<file path="src/rtl/rx_pkg.sv">
// Shared types and widths for the serial link receiver.
`ifndef SIZE
`define SIZE 8
`endif

package rx_pkg;

  // Flit width on the link and the width of the bit counter.
  localparam int FLIT_W = `SIZE;
  localparam int CNT_W  = $clog2(`SIZE) + 1;

  typedef logic [FLIT_W-1:0] flit_t;

  typedef enum logic {
    IDLE = 1'b0,
    RECV = 1'b1
  } rx_state_e;

endpackage

</file>
<file path="src/rtl/rx_fifo.sv">
// Small synchronous FIFO; head entry is visible combinationally, 0 when empty.
module rx_fifo #(
  parameter int WIDTH = 8,
  parameter int DEPTH = 2
) (
  input  logic                       clk,
  input  logic                       reset,
  input  logic                       push,
  input  logic [WIDTH-1:0]           din,
  input  logic                       pop,
  output logic [WIDTH-1:0]           dout,
  output logic [$clog2(DEPTH+1)-1:0] count,
  output logic                       full,
  output logic                       empty
);

  localparam int AW = (DEPTH > 1) ? $clog2(DEPTH) : 1;
  localparam int CW = $clog2(DEPTH + 1);

  logic [WIDTH-1:0] mem [DEPTH];
  logic [AW-1:0]    wr_ptr_reg;
  logic [AW-1:0]    rd_ptr_reg;
  logic [CW-1:0]    count_reg;
  logic             do_push;
  logic             do_pop;

  // Pointers wrap at DEPTH explicitly so a depth of one stays at slot 0.
  function automatic logic [AW-1:0] ptr_inc(input logic [AW-1:0] p);
    if (p == AW'(DEPTH - 1)) return '0;
    return p + AW'(1);
  endfunction

  assign empty   = (count_reg == '0);
  assign full    = (count_reg == CW'(DEPTH));
  assign do_pop  = pop && !empty;
  // A push into a full FIFO only lands when the same edge frees the head.
  assign do_push = push && (!full || do_pop);
  assign count   = count_reg;
  assign dout    = empty ? '0 : mem[rd_ptr_reg];

  // Storage array; contents need no reset because the head is masked when empty.
  always_ff @(posedge clk) begin
    if (do_push) mem[wr_ptr_reg] <= din;
  end

  // Pointer and occupancy bookkeeping.
  always_ff @(posedge clk) begin
    if (reset) begin
      wr_ptr_reg <= '0;
      rd_ptr_reg <= '0;
      count_reg  <= '0;
    end else begin
      if (do_push) wr_ptr_reg <= ptr_inc(wr_ptr_reg);
      if (do_pop)  rd_ptr_reg <= ptr_inc(rd_ptr_reg);
      case ({do_push, do_pop})
        2'b10:   count_reg <= count_reg + CW'(1);
        2'b01:   count_reg <= count_reg - CW'(1);
        default: count_reg <= count_reg;
      endcase
    end
  end

endmodule

</file>
<file path="src/rtl/rx.sv">
// Serial link receiver: start-bit detect, LSB-first deserialise, FIFO and flow control.
module rx
  import rx_pkg::*;
#(
  parameter int    DEPTH    = 2,
  parameter int    routerid = -1,
  parameter string port     = "unknown"
) (
  input  logic              clk,
  input  logic              reset,
  input  logic              serial_in,
  output logic              channel_busy,
  output logic [FLIT_W-1:0] parallel_out,
  output logic              valid,
  input  logic              ack,
  output logic              rx_active,
  output logic              overflow
);

  rx_state_e        state_reg, state_next;
  logic [CNT_W-1:0] cnt_reg, cnt_next;
  flit_t            shift_reg, shift_next;
  logic             drop_reg, drop_next;
  logic             ovf_reg, ovf_next;
  logic             push;
  logic             fifo_full;
  logic             fifo_empty;
  logic [$clog2(DEPTH+1)-1:0] count_unused;
  logic             unused_dbg;

  // Debug identity is kept for simulation builds only; it drives no logic.
  assign unused_dbg = (routerid > -1) && (port != "");

  // State, counter, shift register and sticky error flag.
  always_ff @(posedge clk) begin
    if (reset) begin
      state_reg <= IDLE;
      cnt_reg   <= '0;
      shift_reg <= '0;
      drop_reg  <= 1'b0;
      ovf_reg   <= 1'b0;
    end else begin
      state_reg <= state_next;
      cnt_reg   <= cnt_next;
      shift_reg <= shift_next;
      drop_reg  <= drop_next;
      ovf_reg   <= ovf_next;
    end
  end

  // Frame FSM: a frame started while the FIFO is full is clocked through but not stored.
  always_comb begin
    state_next = state_reg;
    cnt_next   = cnt_reg;
    shift_next = shift_reg;
    drop_next  = drop_reg;
    ovf_next   = ovf_reg;
    push       = 1'b0;
    unique case (state_reg)
      IDLE: begin
        if (serial_in) begin
          state_next = RECV;
          cnt_next   = '0;
          drop_next  = fifo_full;
          if (fifo_full) ovf_next = 1'b1;
        end
      end
      RECV: begin
        shift_next = {serial_in, shift_reg[FLIT_W-1:1]};
        cnt_next   = cnt_reg + CNT_W'(1);
        if (cnt_reg == CNT_W'(FLIT_W - 1)) begin
          state_next = IDLE;
          push       = !drop_reg;
        end
      end
      default: state_next = IDLE;
    endcase
  end

  rx_fifo #(
    .WIDTH (FLIT_W),
    .DEPTH (DEPTH)
  ) u_fifo (
    .clk   (clk),
    .reset (reset),
    .push  (push),
    .din   (shift_next),
    .pop   (ack),
    .dout  (parallel_out),
    .count (count_unused),
    .full  (fifo_full),
    .empty (fifo_empty)
  );

  assign rx_active    = (state_reg == RECV);
  assign valid        = !fifo_empty;
  assign overflow     = ovf_reg;
  assign channel_busy = rx_active | fifo_full;

endmodule

</file>
<file path="config.mk">
export PLATFORM = sky130hd
export DESIGN_NAME = rx
export DESIGN_NICKNAME = d
export VERILOG_FILES = /design/src/rtl/rx_pkg.sv /design/src/rtl/rx_fifo.sv /design/src/rtl/rx.sv
export SDC_FILE = /design/constraint.sdc
export NUM_CORES = 1
export LEC_CHECK = 0
export BUFFER_PORTS_ARGS = -buffer_cell sky130_fd_sc_hd__buf_2
export CAP_MARGIN = 25
export CORE_MARGIN = 2
export CORE_UTILIZATION = 51
export CTS_CLUSTER_DIAMETER = 200
export DETAILED_ROUTE_END_ITERATION = 8
export PLACE_DENSITY_LB_ADDON = 0.3
export REMOVE_ABC_BUFFERS = 1
export SYNTH_ARGS = -nofsm -noshare
export SYNTH_HDL_FRONTEND = slang
export SYNTH_SLANG_ARGS = --single-unit
</file>
<file path="constraint.sdc">
create_clock -name clk -period 2.06 [get_ports clk]
set_input_delay 0.103 -clock clk [delete_from_list [all_inputs] [get_ports clk]]
set_output_delay 0.103 -clock clk [all_outputs]
set_load 0.05 [all_outputs]
</file>
==> metrics <==
synth warn=0; R2R cell count=4; Worst Path Required=2100 ps; crit path kind=reg2reg; GPL Wtd Cong=0.710; Worst Hold End=u_fifo.count[0]; Slew Limit Headroom=0.687; Post-CTS Setup Repair Bufs=0; leak pwr=0.000689 uW; Slew Viols, Final=0; EDFF count, synth=16; Inst Count DP=169; Final #Nets=150; die area=3470 um^2; All-Layer GR Usage=0.162; Largest register FFs=16; Final period util=0.830; Setup Skew=3.14 ps; R2R Path Start=cnt_reg[0]; first-pass GRT wire length=4080 um; Row Count=19; GRT overflow=0; asr flop ratio synth=0; Post-Synthesis Cells=126; Final Hold Viols=0; RSZ-0062 raised after global routing=no; TritonRoute pass-1 iters=6; Mapped Area=1540 um^2; CP endpoint kind=flop; Final Core Density=0.599; hold buffer count at cts=0; outcome=finished with violations; total core area=2810 um^2; R2R Setup Slk=350 ps; Worst-Skew Late Latency=320 ps; Worst-path clk slew=100 ps; commonest non-fill, non-tap cells in the layout=dfxtp_1 (20), edfxtp_1 (16), nor2_1 (15), buf_2 (15), mux2i_1 (10); total wire length=2500 um; CTS tree=yes; Worst Path Max Fanout=8; commonest non-fill, non-tap cell in the layout=dfxtp_1; minimum clock period after layout=1710 ps; number of global-route vias before repair=917; Hold Path Origin=ack; RR Endpoint=u_fifo.mem[1][0]; DR vias/cell=5.56; Initial Util=0.549; Routed wire per std cell=14.1 um; register bit total from synthesis=36; cts repair resizes=0; Top Ports=16; Avg Inst Size Synth=12.2 um^2; number of antenna violations at the first check in global routing=0; layout cells sized above 1=0.267; Seq/Total Area, Yosys=0.572; htree depth=2; fmax=585 MHz; Die Span X=58.9 um; ant diodes=0; violated checks=design-rule violations; setup TNS=0 ps; hpwl dp=1780 um; Setup crit start kind=flop; fin cells=177; post-route ant nets=0; Peak VDD IR=443 uV; initial drt markers=14; CTS root buffer=clkbuf_4; DR DRC count=1; Die Ht=58.9 um; Most used DFF post-synth=dfxtp_1; # Max-Cap Violations=0; Hold Path Depth=3; Area Growth Syn to Fin=9.19%; Port Buffers=15; Worst EP arrival=1750 ps; via count=985; pwr dens=683 nW/um^2; synth unique cells=38; TritonCTS buffer count=5; Worst-Margin Slew=469 ps; clk buf depth=2; clock tree sinks=36; final setup fails=0; largest net degree at the start of global routing=19; worst min path class=in2reg
[worst max-delay path, cell delays in order (launching register included)]
cell and delay [ps]:
dfxtp_1 410, ha_1 280, nand4b_4 170, nor4b_1 340
buf_4 230
[metal layers]
layer / GRT usage / vias to the layer above / routed length (um)
met4: 0.0390 / 0 / 19
met2: 0.278 / 27 / 1220
met3: 0.0659 / 2 / 126
met1: 0.190 / 463 / 1130
met5: 0 / - / 0
li1: - / 493 / -
[through the flow]
stage	power (uW)	worst slack [ps]	area, um^2	hold WS (ps)
after floorplan	803	-607	1490	175
after global placement	825	439	1630	448
after detailed placement	825	369	1630	457
after CTS	1160	349	1680	103
after global routing	1200	228	1680	115
final	1150	351	1680	119
[cell usage after synthesis (2+ instances only)]
library cell | instances | area, um^2
a211oi_1 | 2 | 15.0
a21oi_1 | 5 | 25.0
and2_1 | 5 | 31.3
buf_6 | 3 | 33.8
dfxtp_1 | 20 | 400
edfxtp_1 | 16 | 480
inv_1 | 2 | 7.51
mux2_2 | 8 | 90.1
mux2i_1 | 10 | 100
nand2_1 | 2 | 7.51
nand3_1 | 2 | 10.0
nor2_1 | 15 | 56.3
nor2b_1 | 5 | 31.3
nor3_1 | 2 | 10.0
nor3b_1 | 3 | 22.5
o21ai_0 | 4 | 20.0
[power breakdown]
group          switching, uW  internal, uW
sequential              6.97           746
clock                    208           131
combinational           36.1          20.6
total                    251           898
[kinds of logic (layout without fill, tap and decap cells)]
logic type      after synthesis  in the layout  share of synthesized area
buf+inv                      10             30                     0.0406
flops                        36             36                      0.572
compound gates               17             17                     0.0764
fa+ha+maj                     1              1                    0.00813
simple gates                 43             43                      0.173
xor+xnor                      1              1                    0.00569
mux                          18             18                      0.124
[cell type report]
cell class	count	area, um^2
tap	31	38.8
clock buffer	7	45.0
timing repair buffer	19	105
clock inverter	1	3.75
inverter	3	11.3
fill	245	1120
multi-input combinational	80	596
sequential	36	881
[how the worst max path moves through the flow]
stage | start | endpoint | slack (ps) | cells past startpoint
2_1_floorplan | rx_active | u_fifo.mem[1][0] | -610 | 2
4_1_cts | cnt_reg[0] | u_fifo.mem[1][3] | 350 | 4
3_5_place_dp | cnt_reg[0] | u_fifo.mem[1][3] | 370 | 4
6_report | cnt_reg[0] | u_fifo.mem[1][0] | 350 | 4
5_1_grt | cnt_reg[0] | u_fifo.mem[1][1] | 230 | 4
3_3_place_gp | cnt_reg[0] | u_fifo.mem[1][6] | 440 | 4
Note: power is estimated with default switching activity, not from simulation.
